File: src/rtl/key_pkg.sv
// Shared types and helpers for the key debounce block.
package key_pkg;

   typedef enum logic [1:0] {
      IDLE         = 2'd0,
      PRESS_WAIT   = 2'd1,
      HELD         = 2'd2,
      RELEASE_WAIT = 2'd3
   } key_state_e;

   function automatic int unsigned ms_to_cycles(input int unsigned clk_hz,
                                                input int unsigned ms);
      return (clk_hz / 1000) * ms;
   endfunction

endpackage

File: src/rtl/key_debounce_ch.sv
// One key channel: two-flop synchroniser, debounce FSM, shared hold/debounce
// counter and registered press/release/long pulses plus toggle level.
module key_debounce_ch
   import key_pkg::*;
#(
   parameter int unsigned DEB_CYC  = 4,
   parameter int unsigned LONG_CYC = 10
) (
   input  logic clk,
   input  logic rst_n,
   input  logic key_n,
   output logic key_level,
   output logic press_pulse,
   output logic release_pulse,
   output logic long_pulse,
   output logic key_toggle
);

   localparam int unsigned CW = $clog2(LONG_CYC + 1);

   logic        r_meta;
   logic        r_sync;
   key_state_e  r_state;
   logic [CW-1:0] r_cnt;
   logic        r_long_done;
   logic        r_level;
   logic        r_press;
   logic        r_release;
   logic        r_long;
   logic        r_toggle;

   always_ff @(posedge clk or negedge rst_n) begin
      if (!rst_n) begin
         r_meta      <= 1'b1;
         r_sync      <= 1'b1;
         r_state     <= IDLE;
         r_cnt       <= '0;
         r_long_done <= 1'b0;
         r_level     <= 1'b0;
         r_press     <= 1'b0;
         r_release   <= 1'b0;
         r_long      <= 1'b0;
         r_toggle    <= 1'b0;
      end else begin
         r_meta    <= key_n;
         r_sync    <= r_meta;
         r_press   <= 1'b0;
         r_release <= 1'b0;
         r_long    <= 1'b0;
         case (r_state)
            IDLE: begin
               if (!r_sync) begin
                  r_state <= PRESS_WAIT;
                  r_cnt   <= '0;
               end
            end
            PRESS_WAIT: begin
               if (r_sync) begin
                  r_state <= IDLE;
               end else if (r_cnt == CW'(DEB_CYC - 1)) begin
                  r_state  <= HELD;
                  r_press  <= 1'b1;
                  r_level  <= 1'b1;
                  r_toggle <= ~r_toggle;
                  r_cnt    <= '0;
               end else begin
                  r_cnt <= r_cnt + CW'(1);
               end
            end
            HELD: begin
               if (r_sync) begin
                  r_state <= RELEASE_WAIT;
                  r_cnt   <= '0;
               end else if (r_cnt != CW'(LONG_CYC)) begin
                  r_cnt <= r_cnt + CW'(1);
                  // long_done keeps a bounced release from re-arming the long pulse
                  if (r_cnt == CW'(LONG_CYC - 1) && !r_long_done) begin
                     r_long      <= 1'b1;
                     r_long_done <= 1'b1;
                  end
               end
            end
            RELEASE_WAIT: begin
               if (!r_sync) begin
                  r_state <= HELD;
                  r_cnt   <= '0;
               end else if (r_cnt == CW'(DEB_CYC - 1)) begin
                  r_state     <= IDLE;
                  r_release   <= 1'b1;
                  r_level     <= 1'b0;
                  r_long_done <= 1'b0;
                  r_cnt       <= '0;
               end else begin
                  r_cnt <= r_cnt + CW'(1);
               end
            end
            default: r_state <= IDLE;
         endcase
      end
   end

   assign key_level     = r_level;
   assign press_pulse   = r_press;
   assign release_pulse = r_release;
   assign long_pulse    = r_long;
   assign key_toggle    = r_toggle;

endmodule

File: src/rtl/key_debounce.sv
// Debounces NKEYS active-low push-buttons into clean level, pulse and toggle
// outputs; one independent channel per key.
module key_debounce
   import key_pkg::*;
#(
   parameter int unsigned NKEYS       = 2,
   parameter int unsigned CLK_HZ      = 50_000_000,
   parameter int unsigned DEBOUNCE_MS = 20,
   parameter int unsigned LONG_MS     = 1000
) (
   input  logic             clk,
   input  logic             rst_n,
   input  logic [NKEYS-1:0] key_n,
   output logic [NKEYS-1:0] key_level,
   output logic [NKEYS-1:0] press_pulse,
   output logic [NKEYS-1:0] release_pulse,
   output logic [NKEYS-1:0] long_pulse,
   output logic [NKEYS-1:0] key_toggle
);

   localparam int unsigned DEB_CYC  = ms_to_cycles(CLK_HZ, DEBOUNCE_MS);
   localparam int unsigned LONG_CYC = ms_to_cycles(CLK_HZ, LONG_MS);

   for (genvar g = 0; g < int'(NKEYS); g++) begin : g_ch
      key_debounce_ch #(
         .DEB_CYC  (DEB_CYC),
         .LONG_CYC (LONG_CYC)
      ) u_ch (
         .clk           (clk),
         .rst_n         (rst_n),
         .key_n         (key_n[g]),
         .key_level     (key_level[g]),
         .press_pulse   (press_pulse[g]),
         .release_pulse (release_pulse[g]),
         .long_pulse    (long_pulse[g]),
         .key_toggle    (key_toggle[g])
      );
   end

endmodule

File: config.mk
export PLATFORM = sky130hd
export DESIGN_NAME = key_debounce
export DESIGN_NICKNAME = d
export VERILOG_FILES = /design/src/rtl/key_pkg.sv /design/src/rtl/key_debounce_ch.sv /design/src/rtl/key_debounce.sv
export SDC_FILE = /design/constraint.sdc
export NUM_CORES = 1
export LEC_CHECK = 0
export ABC_AREA = 1
export BUFFER_PORTS_ARGS = -buffer_cell sky130_fd_sc_hd__buf_2
export CORE_MARGIN = 4
export CORE_UTILIZATION = 25
export CTS_BUF_LIST = sky130_fd_sc_hd__clkbuf_4 sky130_fd_sc_hd__clkbuf_8 sky130_fd_sc_hd__clkbuf_16
export DETAILED_ROUTE_END_ITERATION = 10
export PLACE_DENSITY = 0.43
export SETUP_SLACK_MARGIN = 0.2
export SLEW_MARGIN = 20
export SYNTH_ARGS = -nofsm -noshare
export SYNTH_HDL_FRONTEND = slang
export SYNTH_HIERARCHICAL = 1
export SYNTH_SLANG_ARGS = --single-unit
File: constraint.sdc
create_clock -name clk -period 3 [get_ports clk]
set_input_delay 0.45 -clock clk [delete_from_list [all_inputs] [get_ports clk]]
set_output_delay 0.45 -clock clk [all_outputs]
set_load 0.02 [all_outputs]
==> metrics <==
maximum number of pins on one net before global-route repair=34; Final Net Count=769; summed instance area of the synthesized netlist=5020 um2; Setup TNS=0 ns; Yosys top cell area share=33.9%; class of the worst hold path=in2async; final core utilization=28.8%; top_reg_cell synth=sky130_fd_sc_hd__dfrtp_1; first drt pass iteration count=5; CTS tree=done; number of port buffers=13; EDFF count, synth=0; height of the chip=150 um; clock slew at the register clock pins of the worst setup and hold paths=0.06 ns; startpoint of the most critical setup path=g_ch[1].u_ch/r_cnt[0]$_DFFE_PN0P_; part of the Yosys area used for sequential elements=36.0%; worst setup path endpoint=g_ch[1].u_ch/r_cnt[11]$_DFFE_PN0P_; average routed wire per standard cell=13.3 um; root buffer cell=sky130_fd_sc_hd__clkbuf_16; critical-path cell with the highest stage delay=sky130_fd_sc_hd__dfrtp_1; Startpoint Class=flop; Register-to-Register Setup Slack=0.92 ns; RSZ-0062 raised after global routing=false; Final ANT Viol Nets=0; count of cells along the worst register-to-register path=10; antenna fix cells=0; worst clock skew=0.00557 ns; maximum number of buffers from clock root to sink=2; launch instance of the worst register-to-register path=g_ch[1].u_ch/r_cnt[0]$_DFFE_PN0P_; number of storage elements in the synthesis netlist=72; number of levels in the clock H-tree=3; upper clock frequency limit=481 MHz; setup violation total in the final timing report=0; initial core utilization=25.6%; num rows=51; number of warning messages in the yosys log=6; number of max-cap violations=0; Chip Width=150 um; Die Outline Area=22400 um2; Total Power=2.32 mW; Post-Syn Area per Cell=6.70 um2; DRC violations left=0; DR vias/cell=4.48; number of global-route vias before repair=4399; Vias=4622; main area contributors after synthesis=sky130_fd_sc_hd__dfrtp_1 (34%), sky130_fd_sc_hd__nand2_1 (20%), sky130_fd_sc_hd__nor2_1 (7.8%); leakage power=2.71 nW; WP data arrival=2.31 ns; VDD IR-drop max=273 uV; synthesis-to-layout area growth=12.4%; wire length of the first global-routing pass=23300 um; Worst EP required=3.23 ns; number of instances in the placed design=1015; biggest fanout along the worst timing path=16; share of async-settable or async-resettable flops after synthesis=100%; detailed-placement wirelength estimate=10000 um; post-synth cell types=35; all-layer global routing usage=13.3%; proportion of layout cells with a drive suffix above 1=11.5%; max-slew violation total from the final report=0; sinks on the clock net=72; max incr delay on CP=0.43 ns; Final min period=2.08 ns; Setup CP Type=reg2reg; worst reg2reg endpoint=g_ch[1].u_ch/r_cnt[11]$_DFFE_PN0P_; number of clock buffers inserted by TritonCTS=9; crit share post-route=69.3%; worst-path cell chain=ha_1, nand2_2, nor3_4, inv_2, nor2_1, nand2_1, nand2_1, nand2_2, nor2_4, nor2_1; crit end category=flop; most numerous cell in the Yosys netlist=sky130_fd_sc_hd__nand2_1; GRT overflow=0; cts repair resizes=0; transition time of the tightest slew-check pin=0.771 ns; post-route insts no fill=1031; worst max-slew margin expressed relative to the limit=48.1%; run status=completed; cell type with the highest aggregate area in the netlist=sky130_fd_sc_hd__dfrtp_1; list of most frequent post-synthesis cells=sky130_fd_sc_hd__nand2_1 (263), sky130_fd_sc_hd__nor2_1 (105), sky130_fd_sc_hd__inv_1 (80), sky130_fd_sc_hd__nand3_1 (76), sky130_fd_sc_hd__dfrtp_1 (68); Clk Latency, worst-skew pair=0.35 ns; Boundary Pins=14; First DRT Iteration DRCs=258; hold buffer count at cts=0; instance count of the mapped netlist=750; syn nets=758; Pwr per Cell Area=412 nW/um2; Hold Vio Cnt, Final=0; drt total wl=13800 um; antenna violations before repair=0; number of post-CTS setup repair buffers=0; placer congestion estimate=0.805; CORE AREA=19600 um2
worst min-delay path by stage:
stage / from / to / slack [ns] / depth (start not counted)
4_1_cts: rst_n / g_ch[0].u_ch/r_cnt[15]$_DFFE_PN0P_ / 0.07 / 1
2_1_floorplan: rst_n / async pin / 0.15 / 0
6_report: rst_n / g_ch[0].u_ch/r_cnt[15]$_DFFE_PN0P_ / 0.06 / 1
3_3_place_gp: g_ch[1].u_ch/r_meta$_DFF_PN1_ / g_ch[1].u_ch/r_sync$_DFF_PN1_ / 0.35 / 0
3_5_place_dp: g_ch[1].u_ch/r_meta$_DFF_PN1_ / g_ch[1].u_ch/r_sync$_DFF_PN1_ / 0.35 / 0
5_1_grt: rst_n / g_ch[0].u_ch/r_cnt[14]$_DFFE_PN0P_ / 0.08 / 1
logic make-up (layout without fill, tap and decap cells):
kind of cell	after synthesis	in the layout	synth area share, %
xor+xnor	14	14	2.44
compound gates	15	15	1.94
flops	72	72	36.0
simple gates	543	543	49.8
buf+inv	102	118	8.84
fa+ha+maj	4	4	0.997
final cells by class:
type                    instances  area [um2]
fillers                      2197       13900
repair buffers                 16        90.1
multi-input cells             576        2770
inverters                      86         325
well taps                     265         332
clock inverters                 7        95.1
clock buffers                   9         225
flip-flops and latches         72        1810
layout by cell type, fill, tap and decap left out, drive strengths merged:
cell	netlist	routed
inv	86	87
clkinv	0	3
and3	1	1
or3	2	2
dfrtp	68	68
or2	1	1
bufinv	0	2
nor3b	1	1
clkinvlp	0	1
nor2	123	123
nand3b	12	12
clkbuf	1	9
o21ai	12	12
xnor2	2	2
nand2	278	278
a21oi	3	3
dfstp	4	4
nand4	29	29
nand3	81	81
ha	4	4
nor3	11	11
buf	15	16
nor4	4	4
xor2	12	12
power breakdown:
group,leakage [nW],total (mW),internal (mW),switching (mW)
Sequential,0.984,1.01,0.987,0.0190
Combinational,1.57,0.123,0.0297,0.0929
Clock,0.156,1.20,0.730,0.466
Total,2.71,2.32,1.75,0.578
flip-flops by register name (all words and copies together) (netlist names), named ones only:
name	cells
g_ch.u_ch/press_pulse	2
g_ch.u_ch/r_meta	2
g_ch.u_ch/release_pulse	2
g_ch.u_ch/key_toggle	2
g_ch.u_ch/key_level	2
g_ch.u_ch/r_sync	2
g_ch.u_ch/r_cnt	52
g_ch.u_ch/long_pulse	2
g_ch.u_ch/r_long_done	2
g_ch.u_ch/r_state	2
critical path: cells and delay by family (launching register included):
family        cells  cell delay (ns)
fa+ha+maj         1             0.23
buf+inv           1             0.04
flops             1             0.43
simple gates      8             1.26
per-stage QoR:
stage	instance area [um2]	setup WS, ns	hold slack [ns]
after floorplan	5020	1.37	0.154
after global placement	5330	0.895	0.347
after detailed placement	5330	0.878	0.348
after CTS	5650	0.874	0.0661
after global routing	5650	0.674	0.0848
final	5650	0.921	0.0587
metal layers:
metal	global-route usage, %	share of wire [%]
met3	2.82	4.0
met1	19.7	52
met2	19.1	42
met5	0	0
met4	4.12	1.4
(Power assumes the default switching activity.)
